==> config.mk <==
export PLATFORM = sky130hd
export DESIGN_NAME = i8088_axi_io_slave
export DESIGN_NICKNAME = d
export VERILOG_FILES = /design/src/rtl/i8088_axi_io_slave.sv
export SDC_FILE = /design/constraint.sdc
export NUM_CORES = 1
export LEC_CHECK = 0
export BUFFER_PORTS_ARGS = -buffer_cell sky130_fd_sc_hd__buf_2
export CORE_UTILIZATION = 50
export DETAILED_ROUTE_END_ITERATION = 10
export HOLD_SLACK_MARGIN = 0.08
export PLACE_DENSITY = 0.83
export SYNTH_ARGS = -nofsm -noshare
export SYNTH_HDL_FRONTEND = slang
export SYNTH_SLANG_ARGS = --single-unit
==> constraint.sdc <==
create_clock -name AXI_CLK -period 3.75 [get_ports AXI_CLK]
set_clock_uncertainty 0.15 [all_clocks]
set_input_delay 0.375 -clock AXI_CLK [delete_from_list [all_inputs] [get_ports AXI_CLK]]
set_output_delay 0.375 -clock AXI_CLK [all_outputs]
set_load 0.05 [all_outputs]
==> src/rtl/i8088_axi_io_slave.sv <==
// AXI4-Lite peripheral window for the 8088 bridge: LED, scratch, periodic timer
// and the timer interrupt driven toward the CPU.
module i8088_axi_io_slave #(
    parameter int unsigned ADDR_BITS    = 5,
    parameter logic [3:0]  RESET_LED    = 4'h0,
    parameter logic [31:0] RESET_PERIOD = 32'd999
) (
    input  logic        AXI_CLK,
    input  logic        RESETN,
    input  logic [31:0] AXI_awaddr,
    input  logic [2:0]  AXI_awprot,
    input  logic        AXI_awvalid,
    output logic        AXI_awready,
    input  logic [31:0] AXI_wdata,
    input  logic [3:0]  AXI_wstrb,
    input  logic        AXI_wvalid,
    output logic        AXI_wready,
    output logic [1:0]  AXI_bresp,
    output logic        AXI_bvalid,
    input  logic        AXI_bready,
    input  logic [31:0] AXI_araddr,
    input  logic [2:0]  AXI_arprot,
    input  logic        AXI_arvalid,
    output logic        AXI_arready,
    output logic [31:0] AXI_rdata,
    output logic [1:0]  AXI_rresp,
    output logic        AXI_rvalid,
    input  logic        AXI_rready,
    output logic [3:0]  LED,
    output logic        INTR_cpu
);

    localparam int unsigned IdxW = ADDR_BITS - 2;

    typedef enum logic [2:0] {
        RegLed, RegScratch, RegCount, RegPeriod, RegCtrl, RegStatus, RegNone
    } reg_e;

    // Word index inside the window; indices 6 and up are unmapped.
    function automatic reg_e decode(input logic [IdxW-1:0] idx);
        if (idx == IdxW'(0)) return RegLed;
        if (idx == IdxW'(1)) return RegScratch;
        if (idx == IdxW'(2)) return RegCount;
        if (idx == IdxW'(3)) return RegPeriod;
        if (idx == IdxW'(4)) return RegCtrl;
        if (idx == IdxW'(5)) return RegStatus;
        return RegNone;
    endfunction

    function automatic logic [31:0] merge(input logic [31:0] old_val,
                                          input logic [31:0] new_val,
                                          input logic [3:0]  strb);
        logic [31:0] res;
        res = old_val;
        for (int b = 0; b < 4; b++) begin
            if (strb[b]) res[b*8 +: 8] = new_val[b*8 +: 8];
        end
        return res;
    endfunction

    logic            aw_full_q, w_full_q, bvalid_q, rvalid_q;
    logic [IdxW-1:0] aw_idx_q;
    logic [31:0]     w_data_q;
    logic [3:0]      w_strb_q;
    logic [1:0]      bresp_q, rresp_q;
    logic [31:0]     rdata_q;
    logic [3:0]      led_q;
    logic [31:0]     scratch_q, count_q, period_q;
    logic [1:0]      ctrl_q;
    logic            pending_q;

    logic        aw_hs, w_hs, ar_hs, commit, expire, rd_err;
    logic [31:0] rd_data;
    reg_e        wr_reg, rd_reg;

    logic unused_bits;
    assign unused_bits = ^{AXI_awprot, AXI_arprot, AXI_awaddr[31:ADDR_BITS], AXI_awaddr[1:0],
                           AXI_araddr[31:ADDR_BITS], AXI_araddr[1:0]};

    assign AXI_awready = !aw_full_q && !bvalid_q;
    assign AXI_wready  = !w_full_q && !bvalid_q;
    assign AXI_arready = !rvalid_q;
    assign AXI_bvalid  = bvalid_q;
    assign AXI_bresp   = bresp_q;
    assign AXI_rvalid  = rvalid_q;
    assign AXI_rdata   = rdata_q;
    assign AXI_rresp   = rresp_q;
    assign LED         = led_q;
    assign INTR_cpu    = pending_q && ctrl_q[1];

    assign aw_hs  = AXI_awvalid && AXI_awready;
    assign w_hs   = AXI_wvalid && AXI_wready;
    assign ar_hs  = AXI_arvalid && AXI_arready;
    assign commit = aw_full_q && w_full_q && !bvalid_q;
    assign expire = ctrl_q[0] && (count_q == period_q);
    assign wr_reg = decode(aw_idx_q);
    assign rd_reg = decode(AXI_araddr[ADDR_BITS-1:2]);

    // Read mux over current register state (pre-edge values).
    always_comb begin
        rd_data = '0;
        rd_err  = 1'b0;
        case (rd_reg)
            RegLed:     rd_data = {28'd0, led_q};
            RegScratch: rd_data = scratch_q;
            RegCount:   rd_data = count_q;
            RegPeriod:  rd_data = period_q;
            RegCtrl:    rd_data = {30'd0, ctrl_q};
            RegStatus:  rd_data = {31'd0, pending_q};
            default:    rd_err  = 1'b1;
        endcase
    end

    // Write channel: independent AW/W slots, commit once both are full.
    always_ff @(posedge AXI_CLK or negedge RESETN) begin
        if (!RESETN) begin
            aw_full_q <= 1'b0;
            w_full_q  <= 1'b0;
            aw_idx_q  <= '0;
            w_data_q  <= '0;
            w_strb_q  <= '0;
            bvalid_q  <= 1'b0;
            bresp_q   <= 2'b00;
        end else if (commit) begin
            aw_full_q <= 1'b0;
            w_full_q  <= 1'b0;
            bvalid_q  <= 1'b1;
            bresp_q   <= (wr_reg == RegNone) ? 2'b10 : 2'b00;
        end else begin
            if (aw_hs) begin
                aw_full_q <= 1'b1;
                aw_idx_q  <= AXI_awaddr[ADDR_BITS-1:2];
            end
            if (w_hs) begin
                w_full_q <= 1'b1;
                w_data_q <= AXI_wdata;
                w_strb_q <= AXI_wstrb;
            end
            if (bvalid_q && AXI_bready) bvalid_q <= 1'b0;
        end
    end

    // Register file and timer; a PERIOD write overrides the count update.
    always_ff @(posedge AXI_CLK or negedge RESETN) begin
        if (!RESETN) begin
            led_q     <= RESET_LED;
            scratch_q <= '0;
            count_q   <= '0;
            period_q  <= RESET_PERIOD;
            ctrl_q    <= 2'b00;
            pending_q <= 1'b0;
        end else begin
            if (ctrl_q[0]) count_q <= expire ? 32'd0 : count_q + 32'd1;
            // Expiry wins over a simultaneous write-1-to-clear.
            if (expire) begin
                pending_q <= 1'b1;
            end else if (commit && wr_reg == RegStatus && w_strb_q[0] && w_data_q[0]) begin
                pending_q <= 1'b0;
            end
            if (commit) begin
                case (wr_reg)
                    RegLed:     if (w_strb_q[0]) led_q <= w_data_q[3:0];
                    RegScratch: scratch_q <= merge(scratch_q, w_data_q, w_strb_q);
                    RegPeriod: begin
                        period_q <= merge(period_q, w_data_q, w_strb_q);
                        count_q  <= 32'd0;
                    end
                    RegCtrl:    if (w_strb_q[0]) ctrl_q <= w_data_q[1:0];
                    default:    ;
                endcase
            end
        end
    end

    // Read channel: one-cycle latency, response held until rready.
    always_ff @(posedge AXI_CLK or negedge RESETN) begin
        if (!RESETN) begin
            rvalid_q <= 1'b0;
            rdata_q  <= '0;
            rresp_q  <= 2'b00;
        end else if (ar_hs) begin
            rvalid_q <= 1'b1;
            rdata_q  <= rd_data;
            rresp_q  <= rd_err ? 2'b10 : 2'b00;
        end else if (rvalid_q && AXI_rready) begin
            rvalid_q <= 1'b0;
        end
    end

endmodule

==> flow_metrics.tcl <==
set metrics [dict create \
    outcome "finished, final reports clean" \
    ys.flop_type "dfrtp_1" \
    rsz0062_at_grt "false" \
    synth_seq_area_share_pct 53.96 \
    synthXorXnorAreaFrac_pct 6.491 \
    synth_compound_area_share_pct 5.429 \
    synth-warning-count 0 \
    cap_violations 0 \
    die_h_um 131.4 \
    final_nets 912 \
    path_buf_inv 0 \
    cts_setup_buffers 0 \
    hold_violations 0 \
    async_reset_ff_share_pct 100.0 \
    synth_cell_types 48 \
    finalCritPeriodShare_pct 71.85 \
    slowest_stage "nor3b_1" \
    via_per_inst 5.629 \
    floorplan.initialDensity_pct 51.91 \
    fin_crit_ns 2.694 \
    drc 0 \
    total_leakage_power_nw 4.680 \
    synth_top_cell_area_share_pct 51.45 \
    layout-drive-gt1-share_pct 36.62 \
    start_kind "register" \
    max_slew_margin_pct 32.51 \
    cts_tree "yes" \
    cp_max_fo 8 \
    place_ws_ns 1.142 \
    syn_avg_cell_area_um2 12.38 \
    setup_viol 0 \
    timing.setup.tns_ns 0 \
    synth_top_cell_by_area "dfrtp_1" \
    power.density_nw_per_um2 666.2 \
    grt_overflow 0 \
    crit_type "reg2reg" \
    finalPower_mw 6.640 \
    netlist_instances 676 \
    drtPass1Iterations 4 \
    drtAntennaViolNets 0 \
    htree_levels 4 \
    die-area_um2 17250 \
    synth_top_family_by_area "multiplexers" \
    end_kind "register" \
    clock.fmax_mhz 371.2 \
    synthToLayoutAreaGrowth_pct 19.14 \
    clock_path_buffers 2 \
    place_inst 950 \
    cts_resized 0 \
    ctsHoldBuffers 45 \
    io_pins 159 \
    cpPeakStageDelay_ns 0.77 \
    worstPathArrival_ns 2.86 \
    clk_pin_slew_ns 0.07 \
    path_cells "nand3b_1 -> nor3b_1 -> nand2_1 -> mux2_2" \
    path_delay_family "simple AND/OR/NAND/NOR gates" \
    whs_ns 0.3271 \
    rows 46 \
    num_vias 5781 \
    finalNonFillerCells 1027 \
    worstPathRequired_ns 3.92 \
    port_buffers 92 \
    gp_congestion 0.8380 \
    yosysMostFrequentCell "dfrtp_1" \
    worst_slack_ns 1.056 \
    clock_latency_ns 0.44 \
    synth_fa_ha_area_share_pct 0.1496 \
    muxShareOfSynthArea_pct 19.88 \
    hold_path.class "reg2reg" \
    grt_pass1_vias 6022 \
    yosys.area_share.simple_pct 11.02 \
    tightest_slew_ns 1.012 \
    cts_buffers 17 \
    routed_wl_um 18880 \
    report.final.slew_viol_count 0 \
    grt_max_degree 80 \
    ir_worst_vdd_v 0.0003857 \
    antenna_cells 0 \
    wl_per_cell_um 18.39 \
    grt_antenna_before_repair 0 \
    grt_usage_pct 23.16 \
    cts.sinks 180 \
    dp_hpwl_um 12680 \
    die_w_um 131.4 \
    cts_root_buf "clkbuf_16" \
    grt_pass1_wl_um 31320 \
    drt_iter0_drc 392 \
    syn_area_um2 8366 \
    synth_edf_count 0 \
    ys_seq_elements 180 \
    synth.area.top_cells "dfrtp_1 51%, mux2_2 18%, xor2_1 4.2%" \
    core_area_um2 16120 \
    synth_common_cells "172 x dfrtp_1, 137 x mux2_2, 53 x nand2_1" \
]
## worst reg2reg max path: cells and delay by family, from the launching register on
family        cells  cell delay, ns
mux               1            0.40
flops             1            0.43
simple gates      3            1.60
## metrics by stage
step           cell area, um^2  util [%]
4_1_cts                   9967     61.85
3_5_place_dp              8955     55.57
2_1_floorplan             8369         -
5_1_grt                   9967     61.85
3_3_place_gp              8955     55.57
6_report                  9967     61.85
## power breakdown
| part | switching [mW] | total, mW | leakage, nW | internal, mW |
|---|---|---|---|---|
| Clock | 0.749 | 1.70 | 0.276 | 0.949 |
| Combinational | 0.999 | 1.88 | 2.07 | 0.881 |
| Sequential | 0.506 | 3.06 | 2.33 | 2.56 |
| Total | 2.25 | 6.64 | 4.68 | 4.39 |
## cells in the final DEF, fill, tap and decap left out, types with 4 or more instances in the layout
cell type      synthesis  final
a22oi_1               28     28
and4_1                 5      5
buf_2                  9     91
buf_4                  3      7
clkbuf_16              0     17
clkinv_2               0      5
dfrtp_1              172    172
dfstp_2                8      8
dlygate4sd3_1          0     45
inv_1                  5      5
mux2_2               137    137
mux4_2                 4      4
nand2_1               53     53
nand3_1               13     13
nand4_1               10     10
nor2_1                14     14
nor3_1                32     32
nor3_2                 6      5
nor3b_1                6      6
nor4_1                 9      9
o21ai_0               35     35
xnor2_1               22     22
xor2_1                40     40
## flip-flops by register name, indices dropped and copies added (netlist names)
signal      flops
pending_q       1
w_data_q       32
aw_idx_q        3
w_strb_q        4
period_q       32
AXI_bresp       1
count_q        32
scratch_q      32
AXI_rvalid      1
AXI_bvalid      1
AXI_rdata      32
AXI_rresp       1
w_full_q        1
aw_full_q       1
LED             4
ctrl_q          2
## cell type report
class	instances	area [um^2]
multi-input cells	449	3612
clock buffers	20	456.7
repair buffers	145	989.7
inverters	5	18.77
well taps	216	270.3
clock inverters	12	105.1
fillers	1293	6148
flip-flops and latches	180	4514
## logic make-up after synthesis
| logic type | count (synthesis) |
|---|---|
| AO/OA/AOI/OAI | 72 |
| other | 1 |
| adder cells (fa/ha/maj) | 1 |
| XOR/XNOR | 62 |
| buffers and inverters | 48 |
| multiplexers | 144 |
| AND/OR/NAND/NOR | 168 |
| flip-flops | 180 |
## final timing paths
kind,slack [ns],cells past startpoint,startpoint,endpoint
min in group asynchronous,0.40,2,RESETN,w_data_q[0]$_DFFE_PN0P_
setup / recovery,1.06,4,AXI_bvalid$_DFFE_PN0P_,scratch_q[10]$_DFFE_PN0P_
hold / removal,0.33,2,AXI_rdata[15]$_DFFE_PN0P_,AXI_rdata[15]$_DFFE_PN0P_
max in group asynchronous,2.17,3,RESETN,AXI_rdata[20]$_DFFE_PN0P_
setup reg to reg,1.06,4,AXI_bvalid$_DFFE_PN0P_,scratch_q[10]$_DFFE_PN0P_
hold reg to reg,0.33,2,AXI_rdata[15]$_DFFE_PN0P_,AXI_rdata[15]$_DFFE_PN0P_
## metal layers
metal	GRT usage, %	wire [um]	vias up
li1	-	-	2649
met5	0	0	-
met4	7.623	358	0
met1	30.49	8193	2966
met3	5.247	824	26
met2	37.91	9508	140
No activity file was read; power rests on OpenSTA's default activity.
